File: src/rtl/fetch_pkg.sv
// Shared fetch-stage types and constants: FSM states, reset PC, push bus layout.
// No logic here; zero latency, no backpressure.
package fetch_pkg;

  typedef enum logic {
    FETCH = 1'b0,
    HALT  = 1'b1
  } state_t;

  localparam logic [31:0] RESET_PC = 32'h1c00_0000;

  localparam int PC_MSB   = 63;
  localparam int PC_LSB   = 32;
  localparam int INST_MSB = 31;
  localparam int EXCP_W   = 5;

endpackage

File: src/rtl/fetch_credit_cnt.sv
// Up/down credit counter with synchronous clear; one-cycle update latency.
// No backpressure: the caller must never step past 0 or MAX, which the assertions enforce.
module fetch_credit_cnt #(
  parameter int MAX = 16,
  parameter int W   = $clog2(MAX + 1)
) (
  input  logic         clk,
  input  logic         clr,
  input  logic         inc,
  input  logic         dec,
  output logic [W-1:0] cnt
);

  always_ff @(posedge clk) begin
    if (clr) begin
      cnt <= '0;
    end else if (inc && !dec) begin
      cnt <= cnt + W'(1);
    end else if (dec && !inc) begin
      cnt <= cnt - W'(1);
    end
  end

  a_no_overflow : assert property (@(posedge clk) disable iff (clr)
    (inc && !dec) |-> (cnt < W'(MAX)));

  a_no_underflow : assert property (@(posedge clk) disable iff (clr)
    (dec && !inc) |-> (cnt != '0));

endmodule

File: src/rtl/fetch_ctrl.sv
// Fetch sequencer: in-order icache requests, responses pushed to the fetch buffer in the same cycle.
// Requests throttle on outstanding cap and buffer credits; responses are never stalled.
module fetch_ctrl
  import fetch_pkg::*;
#(
  parameter logic [31:0] RESET_PC        = fetch_pkg::RESET_PC,
  parameter int          BUF_DEPTH       = 16,
  parameter int          MAX_OUTSTANDING = 4
) (
  input  logic        clk,
  input  logic        reset,
  input  logic        redirect,
  input  logic [31:0] redirect_pc,
  output logic        req_valid,
  output logic [31:0] req_addr,
  input  logic        req_ready,
  input  logic        resp_valid,
  input  logic [31:0] resp_inst,
  input  logic        resp_excp,
  input  logic [3:0]  resp_excp_num,
  output logic        push_valid,
  output logic [63:0] push_bus,
  output logic [4:0]  push_excp,
  input  logic        push_ready,
  input  logic        pop
);

  localparam int IW = $clog2(MAX_OUTSTANDING + 1);
  localparam int OW = $clog2(BUF_DEPTH + 1);
  localparam int PW = OW + 1;

  state_t         state, state_nxt;
  logic [31:0]    fetch_pc, resp_pc;
  logic [IW-1:0]  inflight, drop_cnt;
  logic [OW-1:0]  occ;
  logic [PW-1:0]  committed;
  logic           req_fire;

  // Slots already claimed: entries in the buffer plus live (non-stale) requests in flight.
  assign committed = PW'(occ) + PW'(inflight - drop_cnt);

  assign req_valid = !reset && (state == FETCH) && !redirect
                   && (inflight < IW'(MAX_OUTSTANDING))
                   && (committed < PW'(BUF_DEPTH));
  assign req_addr  = {fetch_pc[31:2], 2'b00};
  assign req_fire  = req_valid && req_ready;

  assign push_valid = !reset && resp_valid && !redirect && (drop_cnt == '0);
  assign push_bus[PC_MSB:PC_LSB] = push_valid ? resp_pc : '0;
  assign push_bus[INST_MSB:0]    = push_valid ? resp_inst : '0;
  assign push_excp = push_valid ? {resp_excp_num, resp_excp} : '0;

  always_ff @(posedge clk) begin
    if (reset) begin
      state <= FETCH;
    end else begin
      state <= state_nxt;
    end
  end

  always_comb begin
    state_nxt = state;
    if (redirect) begin
      state_nxt = FETCH;
    end else if (push_valid && resp_excp) begin
      state_nxt = HALT;
    end
  end

  always_ff @(posedge clk) begin
    if (reset) begin
      fetch_pc <= RESET_PC;
      resp_pc  <= RESET_PC;
      drop_cnt <= '0;
    end else if (redirect) begin
      fetch_pc <= redirect_pc;
      resp_pc  <= redirect_pc;
      // A response landing this cycle retires one of the old requests right now.
      drop_cnt <= inflight - IW'(resp_valid);
    end else begin
      if (req_fire) begin
        fetch_pc <= fetch_pc + 32'd4;
      end
      if (push_valid) begin
        resp_pc <= resp_pc + 32'd4;
      end
      if (resp_valid && (drop_cnt != '0)) begin
        drop_cnt <= drop_cnt - IW'(1);
      end
    end
  end

  fetch_credit_cnt #(.MAX(BUF_DEPTH), .W(OW)) u_occ (
    .clk (clk),
    .clr (reset || redirect),
    .inc (push_valid),
    .dec (pop && !redirect),
    .cnt (occ)
  );

  fetch_credit_cnt #(.MAX(MAX_OUTSTANDING), .W(IW)) u_inflight (
    .clk (clk),
    .clr (reset),
    .inc (req_fire),
    .dec (resp_valid),
    .cnt (inflight)
  );

  a_push_has_room : assert property (@(posedge clk) disable iff (reset)
    push_valid |-> push_ready);

endmodule

File: config.mk
export PLATFORM = sky130hd
export DESIGN_NAME = fetch_ctrl
export DESIGN_NICKNAME = d
export VERILOG_FILES = /design/src/rtl/fetch_pkg.sv /design/src/rtl/fetch_credit_cnt.sv /design/src/rtl/fetch_ctrl.sv
export SDC_FILE = /design/constraint.sdc
export NUM_CORES = 1
export LEC_CHECK = 0
export ABC_CLOCK_PERIOD_IN_PS = 6600
export CAP_MARGIN = 5
export CORE_ASPECT_RATIO = 1.4
export CORE_UTILIZATION = 49
export CTS_CLUSTER_SIZE = 8
export DETAILED_ROUTE_END_ITERATION = 16
export GPL_TIMING_DRIVEN = 0
export PLACE_DENSITY = 0.95
export REMOVE_ABC_BUFFERS = 1
export SLEW_MARGIN = 20
export SYNTH_ARGS = -nofsm -noshare
export SYNTH_HDL_FRONTEND = slang
export SYNTH_SLANG_ARGS = --single-unit
File: constraint.sdc
create_clock -name clk -period 6.6 [get_ports clk]
set_clock_uncertainty 0.1 [all_clocks]
set_input_delay 1.32 -clock clk [delete_from_list [all_inputs] [get_ports clk]]
set_output_delay 1.32 -clock clk [all_outputs]
set_load 0.02 [all_outputs]
# Yosys cells after proc, flatten, opt, wreduce, memory -nomap -nowiden
# Index checks and enable logic that the tools add are counted.
# W data, S select, Z words.
dict set report totals {
  rom_bits 0
  word_cells 62
  register_bits 76
  latchBits 0
  n_memories 0
  ram_bits 0
}
dict set report op_classes {
  muxes 13
  n_reduce_logical 30
  add_sub_neg 10
  n_div 0
  magnitude_cmp 2
  eq_ne 0
  shift 0
  multipliers 0
  n_bitwise 1
}
# cell count
set op_table {}
lappend op_table {{$mux W32} 6}
lappend op_table {{$add A32 B3 Y32 const B} 2}
lappend op_table {{$logic_and A1 B1 Y1} 15}
lappend op_table {{$mux W5} 3}
lappend op_table {{$mux W3} 4}
lappend op_table {{$reduce_bool A2 Y1} 5}
lappend op_table {{$add A5 B6 Y6} 1}
lappend op_table {{$logic_not A1 Y1} 6}
lappend op_table {{$lt A6 B5 Y1 const B} 1}
lappend op_table {{$sub A3 B1 Y3 const B} 2}
lappend op_table {{$add A5 B1 Y5 const B} 1}
lappend op_table {{$sub A5 B1 Y5 const B} 1}
lappend op_table {{$sub A3 B3 Y4} 1}
lappend op_table {{$add A3 B1 Y3 const B} 1}
lappend op_table {{$logic_not A3 Y1} 1}
lappend op_table {{$lt A3 B3 Y1 const B} 1}
lappend op_table {{$reduce_bool A3 Y1} 1}
lappend op_table {{$sub A3 B1 Y3} 1}
lappend op_table {{$reduce_or A2 Y1} 1}
lappend op_table {{$logic_or A1 B1 Y1} 1}
lappend op_table {{$not A1 Y1} 1}

# Depth between registers and ports, before layout
dict set report depth {
  word_depth 10
  ltp_mapped 19
}

# Modules after synthesis
# Synthesis repeated with hierarchy kept, for this count alone.
dict set report hier_totals {
  cells_unflattened 622
  area_unflattened_um2 4959.8
}
# mod seq_area_each_um2 cells_each area_each_um2 instances
set modules_own_cells {}
lappend modules_own_cells {fetch_ctrl 1321.3 571 4484.3 1}
lappend modules_own_cells {{fetch_credit_cnt at u_occ} 100.1 36 324.1 1}
lappend modules_own_cells {{fetch_credit_cnt at u_inflight} 60.1 15 151.4 1}

# Worst setup path before layout
# No wires, ideal clock.
dict set report synth_timing {
  path_type {input -> register}
  start {input reset}
  end {register u_inflight.cnt[2]}
  t_required_ps 6430
  setup_time_ps 70
  slack_ps 2615
  stages 15
  t_arrival_ps 3815
  path_cell_list {buf_6 -> or2_1 -> buf_6 -> nor3_2 -> and2_1 -> nand4_2 -> inv_1 -> buf_2 -> buf_2 -> ha_1 -> inv_1 -> fa_1 -> xor2_1 -> or3_1 -> a21oi_1}
}
dict set report synth_between {
  elab_chain_len 9
  elab_cells_between_ends 11
  cone_classes {mux: 1; reduce/logical: 10}
}
# item line_no
set synth_rtl {}
lappend synth_rtl {{from (decl)} fetch_ctrl.sv:11} ;# input logic reset,
lappend synth_rtl {{$logic_not A1 Y1} fetch_ctrl.sv:42} ;# assign req_valid = !reset && (state == FETCH) && !redirect
lappend synth_rtl {{$logic_and A1 B1 Y1 (2 in a row)} fetch_ctrl.sv:42}
lappend synth_rtl {{$logic_and A1 B1 Y1} fetch_ctrl.sv:43} ;# && (inflight < IW'(MAX_OUTSTANDING))
lappend synth_rtl {{$logic_and A1 B1 Y1} fetch_ctrl.sv:44} ;# && (committed < PW'(BUF_DEPTH));
lappend synth_rtl {{$logic_and A1 B1 Y1} fetch_ctrl.sv:46} ;# assign req_fire = req_valid && req_ready;
lappend synth_rtl {{$logic_not A1 Y1} fetch_credit_cnt.sv:19} ;# end else if (dec && !inc) begin
lappend synth_rtl {{$logic_and A1 B1 Y1} fetch_credit_cnt.sv:19}
lappend synth_rtl {{$reduce_bool A2 Y1 (no source line)} n/a}
lappend synth_rtl {{to (signal assigned)} fetch_credit_cnt.sv:18} ;# cnt <= cnt + W'(1);
lappend synth_rtl {{to (signal assigned)} fetch_credit_cnt.sv:20} ;# cnt <= cnt - W'(1);
lappend synth_rtl {{to (decl)} fetch_credit_cnt.sv:11} ;# output logic [W-1:0] cnt
# Several ways; a longest one is shown, not always the timed one.
# A chain may end at the register's enable or synchronous reset.

# Worst setup path in the final report
dict set report layout_timing {
  start {register u_inflight.cnt[0]}
  end {register u_inflight.cnt[2]}
}
dict set report layout_between {
  elab_chain_len 8
  elab_cells_between_ends 15
  cone_classes {add/sub: 4; order compare: 2; mux: 2; reduce/logical: 7}
}
# item line_no
set layout_rtl {}
lappend layout_rtl {{$sub A3 B3 Y4} fetch_ctrl.sv:40} ;# assign committed = PW'(occ) + PW'(inflight - drop_cnt);
lappend layout_rtl {{$add A5 B6 Y6} fetch_ctrl.sv:40}
lappend layout_rtl {{$lt A6 B5 Y1} fetch_ctrl.sv:44}
lappend layout_rtl {{$logic_and A1 B1 Y1} fetch_ctrl.sv:44}
lappend layout_rtl {{$logic_and A1 B1 Y1} fetch_ctrl.sv:46}
lappend layout_rtl {{$logic_not A1 Y1} fetch_credit_cnt.sv:19}
lappend layout_rtl {{$logic_and A1 B1 Y1} fetch_credit_cnt.sv:19}
lappend layout_rtl {{$reduce_bool A2 Y1 (no source line)} n/a}
# Several ways; a longest one is shown, not always the timed one. The select of a mux whose other input is x is not followed.

==> results.md <==
* Outcome: finished, final reports clean
* Worst endpoint required time at a little under 7 ns
* Pin count of the biggest net entering global routing at 67
* Gpl congestion at 0.8768
* Routed WL per cell at 18.27 µm
* DRT antenna net count at 0
* Post-route minimum period at 5.580 ns
* Detail Placement HPWL at about 11000 µm
* Flops & latches, synth at 74
* CTS resizes at 0
* Worst-path maximum fanout at 39
* Leak at 2.752 nW
* Placement Rows at 42
* Placed insts at 880
* Total die area at 10280 µm²
* Post-synth cell types at 63
* Cell repeated most along the worst path: inv_1
* CP Cell Sequence: inv_1, ha_1, inv_1, fa_1, xor2_1, ha_1, a21oi_1, a22oi_1, o21ai_0, nand4_2, inv_1, ha_1, inv_1, fa_1, xor2_1, or3_1, a21oi_1
* Layout Utilization at 0.7273
* Layout area overhead at 43.02%
* # Post-CTS Setup Buffers at 0
* CP max stage delay at just under 1 ns
* Max_cap viols at 0
* Core ar. at about 9500 µm²
* Post-synth EDFFs at 0
* Vias at 5551
* Slew Limit Fails at 0
* Total power at roughly 1.4 mW
* Maximum vdd drop at 176.3 µV
* CP max stage cell: inv_1
* Fin. Hold Viols at 0
* Total gr overflow at 0
* Hold buffers post-CTS at 0
* Yosys Warn Count at 0
* CP Capture Type: register
* Number of global-route vias before repair at 5267
* Clock Latency Late Sink at between 0.3 and 0.4 ns
* Iter 0 DRT Violations at 699
* Asr flop ratio synth at 0
* Synthesized area at 4837 µm²
* Final Setup Violations at 0
* CTS tree: built
* Ant diodes at 0
* WHS at 0.4061 ns
* Deepest clock path buffer count at 2
* Highest clock rate at 0.1792 GHz
* Initial Util at 0.5086
* PortBufs at 175
* Htree depth at 3
* Register area share after synthesis at 0.3063
* Worst slew pin tran at 0.9702 ns
* Sink Count at 74
* Die W at ~86 µm
* Die Ht at 119.6 µm
* Prevailing post-synth register cell: dfxtp_1
* Final period utilization at 0.8455
* Worst EP arrival at 5.74 ns
* DRT Pass-1 Iters at 5
* Pre-CTS worst setup slack at 1.010 ns
* Num CTS Buffers at 9
* RSZ-0062 raised after global routing: false
* Post-synthesis cell count at between 600 and 700
* Initial antenna violation count at 0
* DRC at 0
* Critical path class: register to register
* Wirelength, routed at 16350 µm
* Final Non-Filler Cells at 895
* Final worst slack at 1.020 ns
* First-pass GRT wire length at 25840 µm
* Root Buffer: clkbuf_16
* Ratio of cells with drive above 1 in the final layout at 0.04194
* Syn Area/Cell at 7.865 µm²
* Filler cells at 679
* Crit path launch type: register
* Io pins at 179
* Slew headroom at 0.3517
* Vias/cell at 6.202
* Hold crit path type: register to register
* Worst-path clk slew at roughly 0.060 ns
* PwrDens at 203.4 nW/µm²
* Nets@finish at 854
* GRT Util Overall at 0.3166
## stage by stage
step	setup TNS [ns]	instance area, µm²
finish	0	6918
global route	0	6918
CTS	0	6918
detailed placement	0	6628
global placement	-163.90	6550
floorplan	0	4633
## final cells by class
class                           count  area, µm²  share of cell area
Clock buffer                       13      280.3             0.04051
Clock inverter                      2      10.01            0.001447
Multi-Input combinational cell    464       3040              0.4395
Inverter                           32      121.4             0.01754
Tap cell                          132      165.2             0.02387
Sequential cell                    74       1481              0.2141
Timing Repair Buffer              178       1819              0.2630
## path summary, 6_finish.rpt
check | start | endpoint | slack [ns] | cells past startpoint
max | u_inflight.cnt[0]$_SDFFE_PP0P_ | u_inflight.cnt[2]$_SDFFE_PP0P_ | 1.02 | 17
min | resp_pc[1]$_SDFFE_PP0P_ | resp_pc[1]$_SDFFE_PP0P_ | 0.41 | 2
max reg2reg | u_inflight.cnt[0]$_SDFFE_PP0P_ | u_inflight.cnt[2]$_SDFFE_PP0P_ | 1.02 | 17
min reg2reg | resp_pc[1]$_SDFFE_PP0P_ | resp_pc[1]$_SDFFE_PP0P_ | 0.41 | 2
## cells by family (layout without fill, tap and decap cells)
kind of cell	Yosys count	in the layout	share of synthesized area
flip-flops	74	74	0.3063
AO/OA/AOI/OAI	138	138	0.1932
other	1	2	0.0007753
buffers and inverters	78	225	0.06777
multiplexers	9	9	0.01966
XOR/XNOR	29	29	0.05251
AND/OR/NAND/NOR	267	267	0.3060
adder cells (fa/ha/maj)	19	19	0.05380
## worst max-delay path, delay by kind of cell, from the launching register on
family	cells	cell delay [ns]
compound gates	4	0.82
xor+xnor	2	0.31
fa+ha+maj	5	1.57
buf+inv	4	1.23
flops	1	0.35
simple gates	2	1.11
## power by group
group          leakage (nW)  switching (mW)  internal [mW]
Combinational          1.99           0.211          0.183
Clock                 0.147           0.188          0.292
Sequential            0.613          0.0487          0.484
## cells in the mapped netlist (all sizes together), types with 8 or more instances
| cell | number | area, µm² |
|---|---|---|
| nand2 | 43 | 161.4 |
| nor3 | 12 | 65.06 |
| clkbuf | 34 | 127.6 |
| ha | 16 | 200.2 |
| nor2 | 47 | 176.4 |
| xnor2 | 17 | 148.9 |
| o21ai | 18 | 90.09 |
| dfxtp | 74 | 1481 |
| a21oi | 39 | 195.2 |
| and4 | 10 | 87.58 |
| xor2 | 12 | 105.1 |
| nand3 | 24 | 120.1 |
| o21bai | 8 | 60.06 |
| o31a | 9 | 78.83 |
| nand4 | 16 | 106.4 |
| buf | 12 | 80.07 |
| inv | 30 | 112.6 |
| a311oi | 9 | 78.83 |
| and3 | 76 | 475.5 |
## state kept, by name, summed over array words and instances, names as in the netlist
signal / cells
u_inflight.cnt: 3
state: 1
drop_cnt: 3
u_occ.cnt: 5
resp_pc: 32
fetch_pc: 30
## layout by cell type (no fill, tap or decap), types with 7 or more instances in the layout
master	count
inv_1	30
clkdlybuf4s50_1	173
o21ai_0	18
or4_1	7
xor2_1	12
a21boi_0	7
nor2_1	46
o21bai_1	8
o31a_1	9
ha_1	16
nand3_1	24
clkbuf_16	9
a311oi_1	9
and4_1	10
nand4_1	15
nand2_1	43
xnor2_1	17
dfxtp_1	74
and3_1	76
a21oi_1	39
nor3_1	11
## layer usage
metal	wire [µm]	share of wire	GRT usage	vias up
met5	0	0	0	-
li1	-	-	-	2547
met4	695	0.043	0.1708	0
met3	1463	0.089	0.05640	76
met2	8265	0.51	0.5590	354
met1	5927	0.36	0.3554	2574
Note: power is estimated with default switching activity, not from simulation.
